[src/rtl/vga_text_line.sv]
// rtl/vga_text_line.sv - overlays a zoomable line of 8x8 glyphs on the 26-bit RGB pixel stream
// Three-stage pipeline: box/index math, buffer + font read, pixel select.
module vga_text_font (
  input  logic        px_clk,
  input  logic        reset,
  input  logic [10:0] addr,
  output logic [7:0]  dout
);

  logic [7:0] code;
  logic [2:0] row;
  logic [7:0] glyph_row;

  assign code = addr[10:3];
  assign row  = addr[2:0];

  // CP437 block-graphics characters; every other code renders blank.
  always_comb begin
    glyph_row = 8'h00;
    case (code)
      8'hB0:   glyph_row = row[0] ? 8'h88 : 8'h22;
      8'hB1:   glyph_row = row[0] ? 8'hAA : 8'h55;
      8'hB2:   glyph_row = row[0] ? 8'hEE : 8'hBB;
      8'hDB:   glyph_row = 8'hFF;
      8'hDC:   glyph_row = row[2] ? 8'hFF : 8'h00;
      8'hDD:   glyph_row = 8'hF0;
      8'hDE:   glyph_row = 8'h0F;
      8'hDF:   glyph_row = row[2] ? 8'h00 : 8'hFF;
      default: glyph_row = 8'h00;
    endcase
  end

  always_ff @(posedge px_clk) begin
    if (reset) dout <= 8'h00;
    else       dout <= glyph_row;
  end

endmodule

module vga_text_line #(
  parameter int N_CHARS   = 16,
  parameter int ADDR_W    = 4,
  parameter int BLINK_BIT = 4
) (
  input  logic              px_clk,
  input  logic              reset,
  input  logic [25:0]       strRGB_i,
  input  logic [9:0]        x_pos,
  input  logic [9:0]        y_pos,
  input  logic [2:0]        zoom,
  input  logic [2:0]        fg_color,
  input  logic [2:0]        bg_color,
  input  logic              transparent,
  input  logic              blink_en,
  input  logic              wr_en,
  input  logic [ADDR_W-1:0] wr_addr,
  input  logic [7:0]        wr_data,
  output logic [25:0]       strRGB_o
);

  localparam int EW = 24;
  localparam int BOX_W = N_CHARS * 8;
  localparam logic [ADDR_W:0] N_LIM = (ADDR_W + 1)'(N_CHARS);

  logic [9:0]    xc, yc;
  logic [13:0]   dx, dy, idx_full;
  logic [EW-1:0] x_end, y_end;
  logic          in_box_c;

  assign xc = strRGB_i[22:13];
  assign yc = strRGB_i[12:3];
  assign dx = 14'(xc) - 14'(x_pos);
  assign dy = 14'(yc) - 14'(y_pos);
  // Wide bounds so boxes reaching past 1023 clip instead of wrapping.
  assign x_end = EW'(x_pos) + (EW'(BOX_W) << zoom);
  assign y_end = EW'(y_pos) + (EW'(8) << zoom);
  assign in_box_c = (xc >= x_pos) && (EW'(xc) < x_end) &&
                    (yc >= y_pos) && (EW'(yc) < y_end);
  assign idx_full = dx >> (4'(zoom) + 4'd3);

  // Stage 1 registers
  logic [25:0]       s1_strm;
  logic              s1_in_box, s1_vs_d;
  logic [ADDR_W-1:0] s1_idx;
  logic [2:0]        s1_row, s1_col, s1_fg, s1_bg;
  logic              s1_transp, s1_blink_en;

  always_ff @(posedge px_clk) begin
    if (reset) begin
      s1_strm     <= '0;
      s1_in_box   <= 1'b0;
      s1_vs_d     <= 1'b0;
      s1_idx      <= '0;
      s1_row      <= '0;
      s1_col      <= '0;
      s1_fg       <= '0;
      s1_bg       <= '0;
      s1_transp   <= 1'b0;
      s1_blink_en <= 1'b0;
    end else begin
      s1_strm     <= strRGB_i;
      s1_in_box   <= in_box_c;
      s1_vs_d     <= s1_strm[1];
      s1_idx      <= ADDR_W'(idx_full);
      s1_row      <= 3'(dy >> zoom);
      s1_col      <= 3'(dx >> zoom);
      s1_fg       <= fg_color;
      s1_bg       <= bg_color;
      s1_transp   <= transparent;
      s1_blink_en <= blink_en;
    end
  end

  logic [7:0] frame_cnt;
  logic       blink_phase;

  always_ff @(posedge px_clk) begin
    if (reset)                      frame_cnt <= 8'd0;
    else if (s1_strm[1] && !s1_vs_d) frame_cnt <= frame_cnt + 8'd1;
  end

  assign blink_phase = frame_cnt[BLINK_BIT];

  // Character buffer: the stage-2 read sees the value before a same-cycle write.
  logic [7:0] char_buf [N_CHARS];

  always_ff @(posedge px_clk) begin
    if (reset) begin
      for (int i = 0; i < N_CHARS; i++) char_buf[i] <= 8'h20;
    end else if (wr_en && ({1'b0, wr_addr} < N_LIM)) begin
      char_buf[wr_addr] <= wr_data;
    end
  end

  logic [7:0] code;
  logic [7:0] rom_dout;

  assign code = ({1'b0, s1_idx} < N_LIM) ? char_buf[s1_idx] : 8'h20;

  vga_text_font u_font (
    .px_clk (px_clk),
    .reset  (reset),
    .addr   ({code, s1_row}),
    .dout   (rom_dout)
  );

  // Stage 2 registers travel alongside the font read
  logic [25:0] s2_strm;
  logic        s2_in_box, s2_transp, s2_blink_en;
  logic [2:0]  s2_col, s2_fg, s2_bg;

  always_ff @(posedge px_clk) begin
    if (reset) begin
      s2_strm     <= '0;
      s2_in_box   <= 1'b0;
      s2_transp   <= 1'b0;
      s2_blink_en <= 1'b0;
      s2_col      <= '0;
      s2_fg       <= '0;
      s2_bg       <= '0;
    end else begin
      s2_strm     <= s1_strm;
      s2_in_box   <= s1_in_box;
      s2_transp   <= s1_transp;
      s2_blink_en <= s1_blink_en;
      s2_col      <= s1_col;
      s2_fg       <= s1_fg;
      s2_bg       <= s1_bg;
    end
  end

  logic       pix, fg_on;
  logic [2:0] out_rgb;

  always_comb begin
    pix     = rom_dout[3'd7 - s2_col];
    fg_on   = pix && !(s2_blink_en && blink_phase);
    out_rgb = s2_strm[25:23];
    if (s2_strm[0] && s2_in_box) begin
      if (fg_on)           out_rgb = s2_fg;
      else if (!s2_transp) out_rgb = s2_bg;
    end
  end

  always_ff @(posedge px_clk) begin
    if (reset) strRGB_o <= '0;
    else       strRGB_o <= {out_rgb, s2_strm[22:0]};
  end

endmodule
[config.mk]
export PLATFORM = sky130hd
export DESIGN_NAME = vga_text_line
export DESIGN_NICKNAME = d
export VERILOG_FILES = /design/src/rtl/vga_text_line.sv
export SDC_FILE = /design/constraint.sdc
export NUM_CORES = 1
export LEC_CHECK = 0
export BUFFER_PORTS_ARGS = -buffer_cell sky130_fd_sc_hd__buf_2
export CELL_PAD_IN_SITES_DETAIL_PLACEMENT = 0
export CELL_PAD_IN_SITES_GLOBAL_PLACEMENT = 1
export CORE_AREA = 2 2 197 199
export DETAILED_ROUTE_END_ITERATION = 6
export DIE_AREA = 0 0 199 201
export GPL_TIMING_DRIVEN = 0
export HOLD_SLACK_MARGIN = 0.06
export PLACE_DENSITY = 0.62
export REMOVE_ABC_BUFFERS = 1
export SYNTH_ARGS = -nofsm -noshare
export SYNTH_HDL_FRONTEND = slang
export SYNTH_HIERARCHICAL = 1
export SYNTH_SLANG_ARGS = --single-unit
[constraint.sdc]
create_clock -name px_clk -period 11 [get_ports px_clk]
set_clock_uncertainty 0.2 [all_clocks]
set_input_delay 1.1 -clock px_clk [delete_from_list [all_inputs] [get_ports px_clk]]
set_output_delay 1.1 -clock px_clk [all_outputs]
set_load 0.005 [all_outputs]
### After elaboration in Yosys (flattened, before gate mapping)

Memories as Yosys holds them, arrays and structs flattened. A register that Yosys moved wholly into a read port is not among the register bits.
Index checks and enable logic that the tools add are counted.

| word-level totals | value |
|---|---|
| bits in registers | 122 |
| memory bits (writable) | 128 |
| input port bits | 72 |
| output and inout port bits | 26 |
| logic and storage cells | 75 |
| memories kept | 1 |

| operators by class | value |
|---|---|
| add/subtract/negate cells | 7 |
| $lt $le $gt $ge | 5 |
| equal/unequal tests | 8 |
| shifts and indexed selects | 5 |
| muxes and demuxes | 20 |
| reduce and logical (&&, ||, !) cells | 10 |

Memory list:

| name | depth | bits a word | read ports | clocked after Yosys merged registers in | wr ports | line | RTL |
|---|---|---|---|---|---|---|---|
| char_buf | 16 | 8 | 1 | 1 | 16 | 125 | `logic [7:0] char_buf [N_CHARS];` |

Operators with widths:

| kind | count |
|---|---|
| == test 8 bit (second input constant) | 8 |
| case mux 8 bit (8 select lines) | 1 |
| adder 10 x 24 -> 24 bit | 2 |
| < comparator 10 x 24 -> 1 bit | 2 |
| two-way mux 8 bit | 5 |
| right shift 14 x 3 -> 3 bit | 2 |
| << shifter 4 x 3 -> 24 bit (first input constant) | 1 |
| << shifter 8 x 3 -> 24 bit (first input constant) | 1 |
| subtractor 10 x 10 -> 11 bit | 2 |
| greater-or-equal comparator 10 bit | 2 |
| right shift 14 x 4 -> 4 bit | 1 |
| two-way mux 3 bit | 3 |
| adder 8 x 1 -> 8 bit (second input constant) | 1 |
| two-way mux 4 bit | 2 |
| OR reduction 8 bit | 1 |
| logical AND 1 bit | 7 |
| two-way mux 1 bit | 7 |
| two-way mux 7 bit | 1 |
| adder 3 x 2 -> 4 bit (second input constant) | 1 |
| < comparator 3 x 4 -> 1 bit (second input constant) | 1 |
| binary-select mux 1 bit (select 3 bit) | 1 |
| subtractor 3 bit (first input constant) | 1 |
| logical NOT 1 bit | 2 |

### Depth between registers and ports, before layout

Gate-level depths: netlist of the first run.

| logic depth | value |
|---|---|
| depth in word-level cells | 6 |
| mapped depth | 18 |
| gate-level depth less buffers | 15 |

### By module

Netlist of the first run, hierarchy kept.

Modules (own cells, without submodules):

| module | instances | cells each | area an instance (um2) | seq. area each (um2) |
|---|---|---|---|---|
| vga_text_line | 1 | 991 | 11,607.4 | 6,125.9 |
| vga_text_font | 1 | 52 | 431.7 | 160.2 |

### Worst setup path before layout of the first run

No wires, ideal clock.

| timing | value |
|---|---|
| kind | input to register |
| from | input port zoom[0] |
| to | register s1_in_box |
| library setup time | 91 ps |
| arrival time | 4,552 ps |
| required time | 10,709 ps |
| path slack | 6,157 ps |
| stages | 16 |
| buffers on the path | 4 |
| cell sequence | buf_2 buf_1 clkbuf_1 clkbuf_1 nor3_1 ha_1 a211o_1 a32oi_1 o22ai_1 xnor2_1 ha_1 or4_1 o2111ai_1 a21oi_1 a211o_1 a311oi_1 |

| between the ends | value |
|---|---|
| longest elaborated chain between the ends | 6 |
| elaborated cells between the ends (all ways) | 9 |
| those cells by class | add/sub (2); order compare (2); shift (2); reduce/logical (3) |

Ends and longest elaborated chain:

| what | line | RTL |
|---|---|---|
| start: declaration | 50 | `input logic [2:0] zoom,` |
| << shifter 8 x 3 -> 24 bit | 75 | `assign x_end = EW'(x_pos) + (EW'(BOX_W) << zoom);` |
| adder 10 x 24 -> 24 bit | 75 |  |
| < comparator 10 x 24 -> 1 bit | 77 | `assign in_box_c = (xc >= x_pos) && (EW'(xc) < x_end) &&` |
| logical AND 1 bit (2 in series) | 77 |  |
| logical AND 1 bit (*) | 78 | `(yc >= y_pos) && (EW'(yc) < y_end);` |
| end signal: assignment | 102 | `s1_in_box <= in_box_c;` |
| end: declaration | 83 | `logic s1_in_box, s1_vs_d;` |

Every way passes the cells marked *; elsewhere a longest branch is shown, timed or not.
A chain may end at the register's enable or synchronous reset.

### Worst setup path in the final report of the first run

Ends and elaborated chain as after synthesis.

==> results.json, run 1 <==
{
  "cts_root_buf": "clkbuf_16",
  "drv_slew": 0,
  "cts_buffers": 27,
  "dieArea_mm2": 0.04000,
  "yosysWarningCount": 6,
  "synth_area_per_cell_um2": 11.56,
  "route.met2.wl_um": 13940,
  "wl_per_cell_um": 17.07,
  "crit_fanout": 34,
  "reg2reg_to": "u_font/dout[7]",
  "required_ns": 11.18,
  "total_power_uw": 2307,
  "fmax_mhz": 194.7,
  "post-route-drc-count": 0,
  "viasPerCell": 4.733,
  "route.top_layer_used": "met4",
  "pin_count": 98,
  "dp_hpwl_um": 19510,
  "powerDensity_mw_per_mm2": 166.8,
  "nNetsFinal": 1218,
  "fill_cells": 3781,
  "post-route-min-period_ns": 5.136,
  "clock_path_buffers": 3,
  "antennaDiodeCount": 0,
  "tritoncts": "done",
  "worst_pin_slew_ns": 1.372,
  "leakage_uw": 0.005264,
  "met3_length_um": 1072,
  "wl_um": 28090,
  "path_delay_family": "compound AO/OA/AOI/OAI gates",
  "worstHoldStart": "s1_strm[17]",
  "rows": 72,
  "setup_tns_ns": 0,
  "run_status": "completed",
  "area_growth_pct": 15.59,
  "dr.pass1.iters": 7,
  "r2r_slack_ns": 7.43,
  "worstSetupPathType": "primary input to flop",
  "fp.dieH_um": 201,
  "worstRegToRegCells": 6,
  "antenna_found_initial": 0,
  "drt_iter0_markers": 453,
  "cts_sinks": 249,
  "relSlewSlack": 0.07560,
  "first_global_vias": 7961,
  "coreArea_mm2": 0.03811,
  "ant_nets": 0,
  "ctsHoldBuffers": 0,
  "overflow": 0,
  "drive_gt1_frac": 0.1881,
  "maxCapViolations": 0,
  "gp_congestion": 0.8038,
  "synth_area_mm2": 0.01197,
  "grt_pass1_wl_um": 45110,
  "cpMaxStageDelayCell": "nor3_1",
  "path_cells": "buf_2 -> clkinv_1 -> nor3_1 -> xnor2_1 -> ha_1 -> nor2_1 -> o32ai_1 -> nor2_1 -> xnor2_1 -> ha_1 -> or4_1 -> o2111ai_1 -> a21oi_1 -> a211o_1 -> a311oi_1",
  "fin_crit_sh": 0.4669,
  "whs_endpoint": "s2_strm[17]",
  "synthCells": 1035,
  "die_x_um": 199,
  "h-tree-depth": 1,
  "end_kind": "flop",
  "grt_setup_unrepaired": "false",
  "setup.worst_path.start_class": "primary input",
  "io_buffer_count": 97,
  "cts-resized-gates": 0,
  "finalSetupViolations": 0,
  "start_util": 0.3140,
  "vdd_drop_max_v": 0.0001167,
  "wl_met1_um": 12430,
  "cp.buffers_inverters": 2,
  "hold_viol_final": 0,
  "min_path_cells": 1,
  "vias": 7785,
  "crit_arrival_ns": 5.32,
  "hold_class": "flop to flop",
  "grt_usage": 0.1452,
  "grt_max_degree": 64,
  "clk_pin_slew_ns": 0.06,
  "post_cts_buffers": 0,
  "slowest_delay_ns": 0.52,
  "clock_latency_ns": 0.57
}
## metal layers
metal	up-vias	track usage
met1	3733	0.1868
met3	40	0.02352
met2	135	0.2490
met5	-	0
met4	0	0.04504
li1	3877	-
## sequential cells by signal (all words and copies together) (netlist names), named ones only
name / cells
s2_blink_en: 1
char_buf: 128
s1_blink_en: 1
s1_in_box: 1
s2_strm: 26
s1_transp: 1
s1_fg: 3
s2_fg: 3
u_font/dout: 8
frame_cnt: 5
s2_transp: 1
s1_col: 3
strRGB_o: 26
s1_strm: 26
s2_bg: 3
s1_row: 2
s2_col: 3
s2_in_box: 1
s1_bg: 3
## power by group
group	total (uW)	internal (uW)	switching, uW
registers	1050	1020	26.4
clock network	924	540	384
logic	334	150	184
## per-stage QoR
stage	instance area, um^2	instances	setup WS (ns)	hold slack (ns)	utilization
floorplan	11720	977	6.943	0.2138	-
global placement	12860	1592	5.367	0.2173	0.3374
detailed placement	12910	1594	5.364	0.2204	0.3388
CTS	13820	1644	5.922	0.2297	0.3628
global route	13830	1645	5.601	0.2494	0.3630
finish	13830	1645	5.864	0.2265	0.3630
## worst max-delay path by stage
stage | start | endpoint | slack, ns | cells past startpoint
after floorplan | flop | u_font/dout[7] | 6.94 | 5
after global routing | zoom[0] | s1_in_box | 5.60 | 15
after CTS | zoom[0] | s1_in_box | 5.92 | 15
after global placement | zoom[0] | s1_in_box | 5.37 | 15
final | zoom[0] | s1_in_box | 5.86 | 15
after detailed placement | zoom[0] | s1_in_box | 5.36 | 15
## cell type report
cell class / instances / area (um^2) / share of cell area
flip-flops and latches: 249 / 6269 / 0.4532
multi-input cells: 684 / 5293 / 0.3827
clock buffers: 31 / 711.9 / 0.05147
well taps: 518 / 648.1 / 0.04686
repair buffers: 100 / 543.0 / 0.03926
clock inverters: 19 / 201.4 / 0.01456
inverters: 44 / 165.2 / 0.01194
## cell usage in the layout (no fill, tap or decap), types with 31 or more instances in the layout
cell and count:
buf_2 96, nor2_1 60, a21oi_1 31, and2_1 116, dfxtp_1 119, ha_1 38
inv_1 43, nor2b_1 99, edfxtp_1 128, mux4_2 46, o21ai_0 31
Note: power is estimated with default switching activity, not from simulation.
==> run 2, diff against run 1 <==
==> constraint.sdc (replaced) <==
create_clock -name px_clk -period 5.2 [get_ports px_clk]
set_clock_uncertainty 0.2 [all_clocks]
set_input_delay 0.52 -clock px_clk [delete_from_list [all_inputs] [get_ports px_clk]]
set_output_delay 0.52 -clock px_clk [all_outputs]
set_load 0.005 [all_outputs]
==> run 2 against run 1 <==
  * Non-clock buffer count is 33 higher
  * Sequential power up 110%
  * Combinational power increased by 120%
  * Largest power group unchanged
  * Critical path depth unchanged
  * Critical endpoint unchanged
==> results.json, run 2 (synthesis gave the netlist of run 1 again) <==
{
  "regMostFlops": "char_buf",
  "pin_count": 98,
  "drt_iter0_markers": 403,
  "clk_pin_slew_ns": 0.06,
  "worstSetupPathType": "primary input to flop",
  "final_common_cell": "edfxtp_1",
  "hold_class": "primary input to flop",
  "vdd_drop_max_v": 0.0002470,
  "post-route-drc-count": 0,
  "final_cell_area_mm2": 0.01416,
  "grt_max_degree": 64,
  "gp_congestion": 0.8038,
  "grt_usage": 0.1458,
  "clock_path_buffers": 3,
  "ant_nets": 0,
  "crit_fanout": 34,
  "maxCapViolations": 0,
  "first_global_vias": 8088,
  "end_kind": "flop",
  "worst_pin_slew_ns": 1.398,
  "crit_arrival_ns": 4.75,
  "coreArea_mm2": 0.03811,
  "io_buffer_count": 97,
  "area_growth_pct": 18.35,
  "die_x_um": 199,
  "h-tree-depth": 1,
  "setup_tns_ns": 0,
  "placed_cell_area_mm2": 0.01291,
  "multi_input_area_mm2": 0.005293,
  "finalHoldWorstSlack_ns": 0.09978,
  "largest_reg_flops": 128,
  "hold_viol_final": 0,
  "grt_pass1_wl_um": 45410,
  "relSlewSlack": 0.05832,
  "dieArea_mm2": 0.04000,
  "wl_per_cell_um": 16.83,
  "cts_sinks": 249,
  "fill_cells": 3757,
  "seq_area_mm2": 0.006269,
  "post_cts_buffers": 0,
  "required_ns": 5.38,
  "post-route-min-period_ns": 4.569,
  "rows": 72,
  "nNetsFinal": 1251,
  "wl_um": 28240,
  "drv_slew": 0,
  "start_util": 0.3140,
  "dp_hpwl_um": 19510,
  "viasPerCell": 4.744,
  "overflow": 0,
  "antennaDiodeCount": 0,
  "grt_setup_unrepaired": "false",
  "dr.pass1.iters": 4,
  "setup.worst_path.start_class": "primary input",
  "fin_crit_sh": 0.8787,
  "layout.cells.non_filler": 1678,
  "clock_latency_ns": 0.57,
  "tritoncts": "done",
  "cts_buffers": 27,
  "dp.cells": 1594,
  "vias": 7960,
  "leakage_uw": 0.005402,
  "final_cell_mix": "edfxtp_1, dfxtp_1, and2_1, nor2b_1, buf_2",
  "drive_gt1_frac": 0.1828,
  "fp.dieH_um": 201,
  "run_status": "completed",
  "antenna_found_initial": 0,
  "fmax_mhz": 218.9,
  "finalSetupViolations": 0,
  "powerDensity_mw_per_mm2": 346.1,
  "cts_root_buf": "clkbuf_16"
}
-- run 2: cell count changes in the layout (fill, tap and decap cells not counted) --
| cell | delta |
|---|---|
| dlygate4sd3_1 | +33 |
-- run 2: final timing paths --
kind	from	to	slack, ns	depth (start not counted)
max reg2reg	flop	u_font/dout[7]	1.64	6
min	strRGB_i[12]	s1_strm[12]	0.1	2
min reg2reg	s1_strm[17]	s2_strm[17]	0.23	1
max	zoom[0]	s1_in_box	0.63	15
-- run 2: worst max-delay path, cell delays in order --
cell	delay, ns
buf_2	0.49
clkinv_1	0.47
nor3_1	0.53
xnor2_1	0.18
ha_1	0.25
nor2_1	0.06
o32ai_1	0.29
nor2_1	0.10
xnor2_1	0.16
ha_1	0.22
or4_1	0.52
o2111ai_1	0.11
a21oi_1	0.07
a211o_1	0.30
a311oi_1	0.46
-- run 2: what timing repair did --
action                    4_1_cts  5_1_grt
hold endpoints to repair       33        0
gates resized for setup         0        0
hold buffers                   33        0
-- run 2: through the flow --
stage	total power, uW	setup slack [ns]	utilization
6_report	4901	0.6310	0.3716
5_1_grt	5122	0.3813	0.3716
4_1_cts	4970	0.7022	0.3714
3_5_place_dp	2975	0.1437	0.3388
3_3_place_gp	2968	0.1465	0.3374
2_1_floorplan	2714	1.143	-
-- run 2: power breakdown --
part           internal, uW  total [uW]  switching [uW]
sequential             2160        2220            55.8
combinational           333         726             393
clock                  1140        1950             813
-- run 2: cell type report --
class / count / area share
clock buffers: 31 / 0.05027
clock inverters: 19 / 0.01423
inverters: 44 / 0.01166
multi-input cells: 684 / 0.3737
flip-flops and latches: 249 / 0.4427
well taps: 518 / 0.04577
repair buffers: 133 / 0.06167
-- run 2: layer usage --
metal | part of all wire | routed length (um) | GRT usage
met1 | 0.44 | 12520 | 0.1877
met2 | 0.50 | 14070 | 0.2506
met3 | 0.035 | 1002 | 0.02285
met4 | 0.023 | 652 | 0.04504
met5 | 0 | 0 | 0
